**config.mk**
```make
export PLATFORM = sky130hd
export DESIGN_NAME = acc_adder_pipe
export DESIGN_NICKNAME = d
export VERILOG_FILES = /design/src/rtl/acc_adder_pipe.sv
export SDC_FILE = /design/constraint.sdc
export NUM_CORES = 1
export LEC_CHECK = 0
export ABC_CLOCK_PERIOD_IN_PS = 7780
export CAP_MARGIN = 20
export CELL_PAD_IN_SITES_DETAIL_PLACEMENT = 1
export CELL_PAD_IN_SITES_GLOBAL_PLACEMENT = 1
export CORE_MARGIN = 2
export CORE_UTILIZATION = 40
export DETAILED_ROUTE_END_ITERATION = 16
export GPL_TIMING_DRIVEN = 0
export HOLD_SLACK_MARGIN = 0.05
export PLACE_DENSITY = 0.94
export RECOVER_POWER = 100
export SLEW_MARGIN = 20
export SYNTH_ARGS = -nofsm -noshare
export SYNTH_HDL_FRONTEND = slang
export SYNTH_SLANG_ARGS = --single-unit
```
**constraint.sdc**
```tcl
create_clock -name clk -period 7.78 [get_ports clk]
set_input_delay 1.167 -clock clk [delete_from_list [all_inputs] [get_ports clk]]
set_output_delay 1.167 -clock clk [all_outputs]
set_load 0.005 [all_outputs]
```
**src/rtl/acc_adder_pipe.sv**
```systemverilog
// ---------------------------------------------------------------------------
// acc_adder_pipe
//
// Two-stage accumulating adder used at the tail of a MAC array.
// Each accepted beat carries NUM_IN signed channel products. Depending on
// Mode, a partial sum and a bias are added to them. The wide total is then
// saturated (or wrapped) back to INTERNAL_BITS and optionally passed
// through a ReLU.
//
//   S1 : adder-tree sum of the channels (INTERNAL_BITS+4 wide), plus the
//        captured Psum, Bias and Mode.
//   S2 : final Result and sat_flag, presented downstream.
//
// Handshake (both sides): a beat moves on a rising clk edge where valid and
// ready are both 1. A producer holds valid and its payload steady until that
// edge. in_ready depends on S1/S2 occupancy and on out_ready, and never on
// in_valid. While out_valid=1 and out_ready=0, the output side holds
// Result/sat_flag/out_valid unchanged.
//
// Parameters
//   NUM_IN        channel inputs summed per beat (2..8)
//   DATA_BITS     Bias width
//   INTERNAL_BITS channel, Psum and Result width
//   SAT           1 = clamp Result on overflow, 0 = keep low bits (wrap)
//
// Ports
//   clk, rst_n   single clock, synchronous active-low reset
//   in_valid     input beat valid          in_ready  block can take a beat
//   Data_in      packed channels, channel k at [k*INTERNAL_BITS +: INTERNAL_BITS]
//   Psum         signed partial sum        Bias      signed bias
//   Mode         00 sum, 01 +Psum, 10 +Psum+Bias, 11 +Psum+Bias then ReLU
//   out_valid    Result valid              out_ready downstream accepts
//   Result       signed result (0 whenever out_valid=0)
//   sat_flag     Result was clamped (0 whenever out_valid=0)
// ---------------------------------------------------------------------------
module acc_adder_pipe #(
  parameter int NUM_IN        = 3,
  parameter int DATA_BITS     = 8,
  parameter int INTERNAL_BITS = 32,
  parameter int SAT           = 1
) (
  input  logic                            clk,
  input  logic                            rst_n,
  input  logic                            in_valid,
  output logic                            in_ready,
  input  logic [NUM_IN*INTERNAL_BITS-1:0] Data_in,
  input  logic [INTERNAL_BITS-1:0]        Psum,
  input  logic [DATA_BITS-1:0]            Bias,
  input  logic [1:0]                      Mode,
  output logic                            out_valid,
  input  logic                            out_ready,
  output logic [INTERNAL_BITS-1:0]        Result,
  output logic                            sat_flag
);

  // Four guard bits are enough for up to 8 channels + Psum + Bias
  // (10 operands) without the wide sum itself overflowing.
  localparam int GUARD = 4;
  localparam int WIDE  = INTERNAL_BITS + GUARD;

  localparam logic [1:0] MODE_SUM  = 2'b00;
  localparam logic [1:0] MODE_BIAS = 2'b10;
  localparam logic [1:0] MODE_RELU = 2'b11;

  // Clamp limits in Result width.
  localparam logic [INTERNAL_BITS-1:0] RES_MAX = {1'b0, {(INTERNAL_BITS-1){1'b1}}};
  localparam logic [INTERNAL_BITS-1:0] RES_MIN = {1'b1, {(INTERNAL_BITS-1){1'b0}}};

  // -------------------------------------------------------------------------
  // Stage 1 combinational: channel adder tree.
  // Operands are explicitly sign-extended, so plain (unsigned) two's
  // complement addition gives the correct signed wide sum.
  // -------------------------------------------------------------------------
  logic [WIDE-1:0] chan_sum;

  always_comb begin
    chan_sum = '0;
    for (int k = 0; k < NUM_IN; k++) begin
      chan_sum = chan_sum
               + {{GUARD{Data_in[k*INTERNAL_BITS + INTERNAL_BITS-1]}},
                  Data_in[k*INTERNAL_BITS +: INTERNAL_BITS]};
    end
  end

  // -------------------------------------------------------------------------
  // Pipeline registers
  // -------------------------------------------------------------------------
  logic                     s1_valid;
  logic [WIDE-1:0]          s1_sum;
  logic [INTERNAL_BITS-1:0] s1_psum;
  logic [DATA_BITS-1:0]     s1_bias;
  logic [1:0]               s1_mode;

  // S2 is the output register set itself: out_valid, Result, sat_flag.

  // -------------------------------------------------------------------------
  // Stage 2 combinational: mode-dependent operands, saturation, ReLU.
  // -------------------------------------------------------------------------
  logic                     psum_en;
  logic                     bias_en;
  logic                     relu_en;
  logic [WIDE-1:0]          psum_ext;
  logic [WIDE-1:0]          bias_ext;
  logic [WIDE-1:0]          wide_total;
  logic [GUARD:0]           wide_top;
  logic                     overflow;
  logic [INTERNAL_BITS-1:0] sat_res;
  logic                     sat_hit;
  logic [INTERNAL_BITS-1:0] final_res;

  always_comb begin
    psum_en  = (s1_mode != MODE_SUM);
    bias_en  = (s1_mode == MODE_BIAS) || (s1_mode == MODE_RELU);
    relu_en  = (s1_mode == MODE_RELU);

    psum_ext = {{GUARD{s1_psum[INTERNAL_BITS-1]}}, s1_psum};
    bias_ext = {{(WIDE-DATA_BITS){s1_bias[DATA_BITS-1]}}, s1_bias};

    wide_total = s1_sum
               + (psum_en ? psum_ext : '0)
               + (bias_en ? bias_ext : '0);

    // The value fits in INTERNAL_BITS exactly when the guard bits and the
    // Result sign bit are all copies of one another.
    wide_top = wide_total[WIDE-1:INTERNAL_BITS-1];
    overflow = (wide_top != '0) && (wide_top != '1);

    sat_res = wide_total[INTERNAL_BITS-1:0];
    sat_hit = 1'b0;
    if ((SAT != 0) && overflow) begin
      sat_hit = 1'b1;
      // The sign of the wide total tells which rail was crossed.
      sat_res = wide_total[WIDE-1] ? RES_MIN : RES_MAX;
    end

    // ReLU acts on the already clamped/wrapped value. sat_flag still reports
    // a clamp even when ReLU then forces the value to zero.
    final_res = sat_res;
    if (relu_en && sat_res[INTERNAL_BITS-1]) begin
      final_res = '0;
    end
  end

  // -------------------------------------------------------------------------
  // Flow control
  // -------------------------------------------------------------------------
  logic s2_advance;

  // S2 may load when it is empty or its beat is leaving this cycle.
  assign s2_advance = !out_valid || out_ready;
  // S1 may load when it is empty or its beat is moving into S2.
  assign in_ready   = !s1_valid || s2_advance;

  // -------------------------------------------------------------------------
  // Sequential state
  // -------------------------------------------------------------------------
  always_ff @(posedge clk) begin
    if (!rst_n) begin
      s1_valid  <= 1'b0;
      s1_sum    <= '0;
      s1_psum   <= '0;
      s1_bias   <= '0;
      s1_mode   <= MODE_SUM;
      out_valid <= 1'b0;
      Result    <= '0;
      sat_flag  <= 1'b0;
    end else begin
      if (in_ready) begin
        s1_valid <= in_valid;
        if (in_valid) begin
          s1_sum  <= chan_sum;
          s1_psum <= Psum;
          s1_bias <= Bias;
          s1_mode <= Mode;
        end
      end

      if (s2_advance) begin
        out_valid <= s1_valid;
        // An empty S2 shows zeros rather than a stale result.
        Result    <= s1_valid ? final_res : '0;
        sat_flag  <= s1_valid ? sat_hit : 1'b0;
      end
    end
  end

endmodule

```
==> results.toml <==
[drt]
via_count = 9185
route.detailed.drc = 0
via_per_inst = 5.762
drtIter0Drc = 447
detail_route.wl_per_cell_um = 19.96
ant_nets = 0
dr.pass1.iters = 5
wl_um = 31810

[status]
status = "finished, final reports clean"

[worst_setup_path]
critPathArrivalTime_ns = 6.41
worstSetupEndpointType = "flip-flop"
cp_max_fo = 10
cp.required_ns = 8.05
start_kind = "flip-flop"
critical_path_class = "flip-flop to flip-flop"

[cts]
clock_latency_ns = 0.37
post_cts_buffers = 0
clock_path_buffers = 2
cts_resized = 0
clkSlewWorstSetupHoldPaths_ns = 0.08
htreeDepth = 3
numClockSinks = 111
cts-root-buf = "clkbuf_16"
numCtsBuffers = 9
cts_tree = "built"
cts.hold.buffers_added = 0

[sta]
finalHoldViolCount = 0
fin_ws_ns = 1.643
clock_skew_ns = 0.01089
rsz0062_at_grt = "no"
finalSetupTns_ns = 0
finalCritPeriodShare_pct = 78.88
worst_pin_slew_ns = 0.8779
drv_slew = 0
setup_viol = 0
fmax_mhz = 163.0
slew_headroom_pct = 41.47
min_period_ns = 6.137

[placed_design]
place_congestion = 0.8809
port_buffers = 175
dpl.hpwl_um = 26200
dpl_worst_slack_ns = 2.426
dp_cells = 1579

[global_route]
grt_pass1_wl_um = 50620
grt_max_degree = 22
grt_util_all_layers_pct = 26.17
grt_pass1_vias = 9736
antenna_found_initial = 0
globalRouteOverflowTotal = 0

[yosys]
synthFlopType = "dfxtp_1"
netlist_instances = 1118
yosysUniqueCellTypes = 77
synthTopCellsByCount = "193 x nand2_1, 137 x a21oi_1, 111 x dfxtp_1, 68 x fa_1, 66 x ha_1"
netlist_area_sq_um = 9288
synth.avg_cell_area_sq_um = 8.307
synthMostInstantiatedCell = "nand2_1"
synthArstFlopShare_pct = 0
ys_warn_count = 0
synth-seq-cells = 111
synth_edf_count = 0
syn_nets = 1394
synth_area_leaders = "dfxtp_1 24%, fa_1 15%, ha_1 8.9%, nand2_1 7.8%, a21oi_1 7.4%"
ys_seq_area_share_pct = 23.93
synth_top_area_share_pct = 23.93
yosys.area.top_type = "dfxtp_1"

[final_layout]
nFillCells = 2704
final_cells = 1594
layout.area.seq_sq_um = 2222
final_nets = 1581
area_delta_synth_final_pct = 25.76
antenna_cells = 0
multi_input_area_sq_um = 6664
drive_above_1_share_pct = 3.438

[floorplan]
die-area_sq_um = 24450
ios = 177
chipWidth_um = 156.4
die_h_um = 156.4
start_util_pct = 40.90
core_area_sq_um = 22710
row_count = 55

[pwr]
power.density_nw_per_um2 = 174.2
p_leak_nw = 4.812
peakVddDrop_mv = 0.09850

[hold_path]
hp-class = "flip-flop to flip-flop"

[job]
maxCapViolations = 0
-- per-stage QoR --
| stage | total power, mW | hold slack, ns | area, sq um | util (%) |
|---|---|---|---|---|
| 3_5_place_dp | 1.540 | 0.4473 | 11420 | 50.28 |
| 6_report | 2.035 | 0.4587 | 11680 | 51.43 |
| 3_3_place_gp | 1.495 | 0.4392 | 11400 | 50.18 |
| 2_1_floorplan | 1.225 | 0.4317 | 9288 | - |
| 5_1_grt | 2.152 | 0.4731 | 11680 | 51.43 |
| 4_1_cts | 2.040 | 0.4581 | 11720 | 51.61 |
-- power by group --
part / internal [mW] / switching, mW / total (mW)
Clock: 0.256 / 0.244 / 0.500
Combinational: 0.371 / 0.479 / 0.850
Sequential: 0.630 / 0.0547 / 0.685
Total: 1.26 / 0.778 / 2.03
-- path summary, 6_finish.rpt --
kind	start	end	slack (ns)	cells past startpoint
setup / recovery	s1_mode[1]	Result[16]	1.64	18
hold / removal	s1_bias[4]	s1_bias[4]	0.46	2
setup reg to reg	s1_mode[1]	Result[16]	1.64	18
hold reg to reg	s1_bias[4]	s1_bias[4]	0.46	2
-- kinds of logic (layout without fill, tap and decap cells) --
family | after synthesis | count (layout) | share of synthesized area [%]
fa+ha+maj | 134 | 134 | 23.55
buf+inv | 84 | 275 | 4.190
simple gates | 386 | 386 | 19.74
flops | 111 | 111 | 23.93
mux | 4 | 4 | 0.4311
compound gates | 357 | 357 | 24.21
xor+xnor | 42 | 42 | 3.961
-- final cells by class --
cell class / count / share of cell area, %
well taps: 285 / 3.053
repair buffers: 176 / 15.17
clock inverters: 6 / 0.6642
plain buffers: 57 / 2.239
inverters: 27 / 0.8677
multi-input cells: 923 / 57.05
clock buffers: 9 / 1.928
flip-flops and latches: 111 / 19.03
-- critical path, cell delays in order (launching register included) --
cell and delay [ns]:
dfxtp_1 0.36, nor2_1 0.45, clkbuf_1 0.46, nor2b_1 0.14, fa_1 0.53, ha_1 0.20, inv_1 0.07, fa_1 0.40
nand2b_1 0.18, a211oi_1 0.39, o21ai_0 0.27, a21oi_1 0.46, nand4_1 0.16, a32oi_1 0.52, nor2b_1 0.19, clkbuf_1 0.39
nand2_1 0.32, clkbuf_1 0.30, a31oi_1 0.25
-- routing by layer --
metal / global-route usage, % / vias up / wire, um
met1: 31.76 / 4469 / 13570
li1: - / 4351 / -
met2: 46.30 / 293 / 15560
met5: 0 / - / 0
met4: 10.92 / 0 / 1210
met3: 3.794 / 72 / 1471
-- sequential cells by signal, summed over array words and instances, names as in the netlist --
signal	cells
sat_flag	1
s1_psum	32
s1_sum	34
s1_bias	8
s1_valid	1
Result	32
out_valid	1
s1_mode	2
-- placed cells by master, fill, tap and decap left out, drive strengths merged, types with 21 or more instances in the layout --
cell,netlist,layout
nor2b,39,39
dlygate4sd3,1,39
xnor2,28,28
clkdlybuf4s50,0,137
clkbuf,44,59
a21oi,138,138
nand3,21,21
o21ai,63,63
ha,66,66
a31oi,38,38
nand2,196,196
fa,68,68
a21o,34,34
inv,26,30
dfxtp,111,111
nor2,47,47
Power figures use the tool's default switching activity.
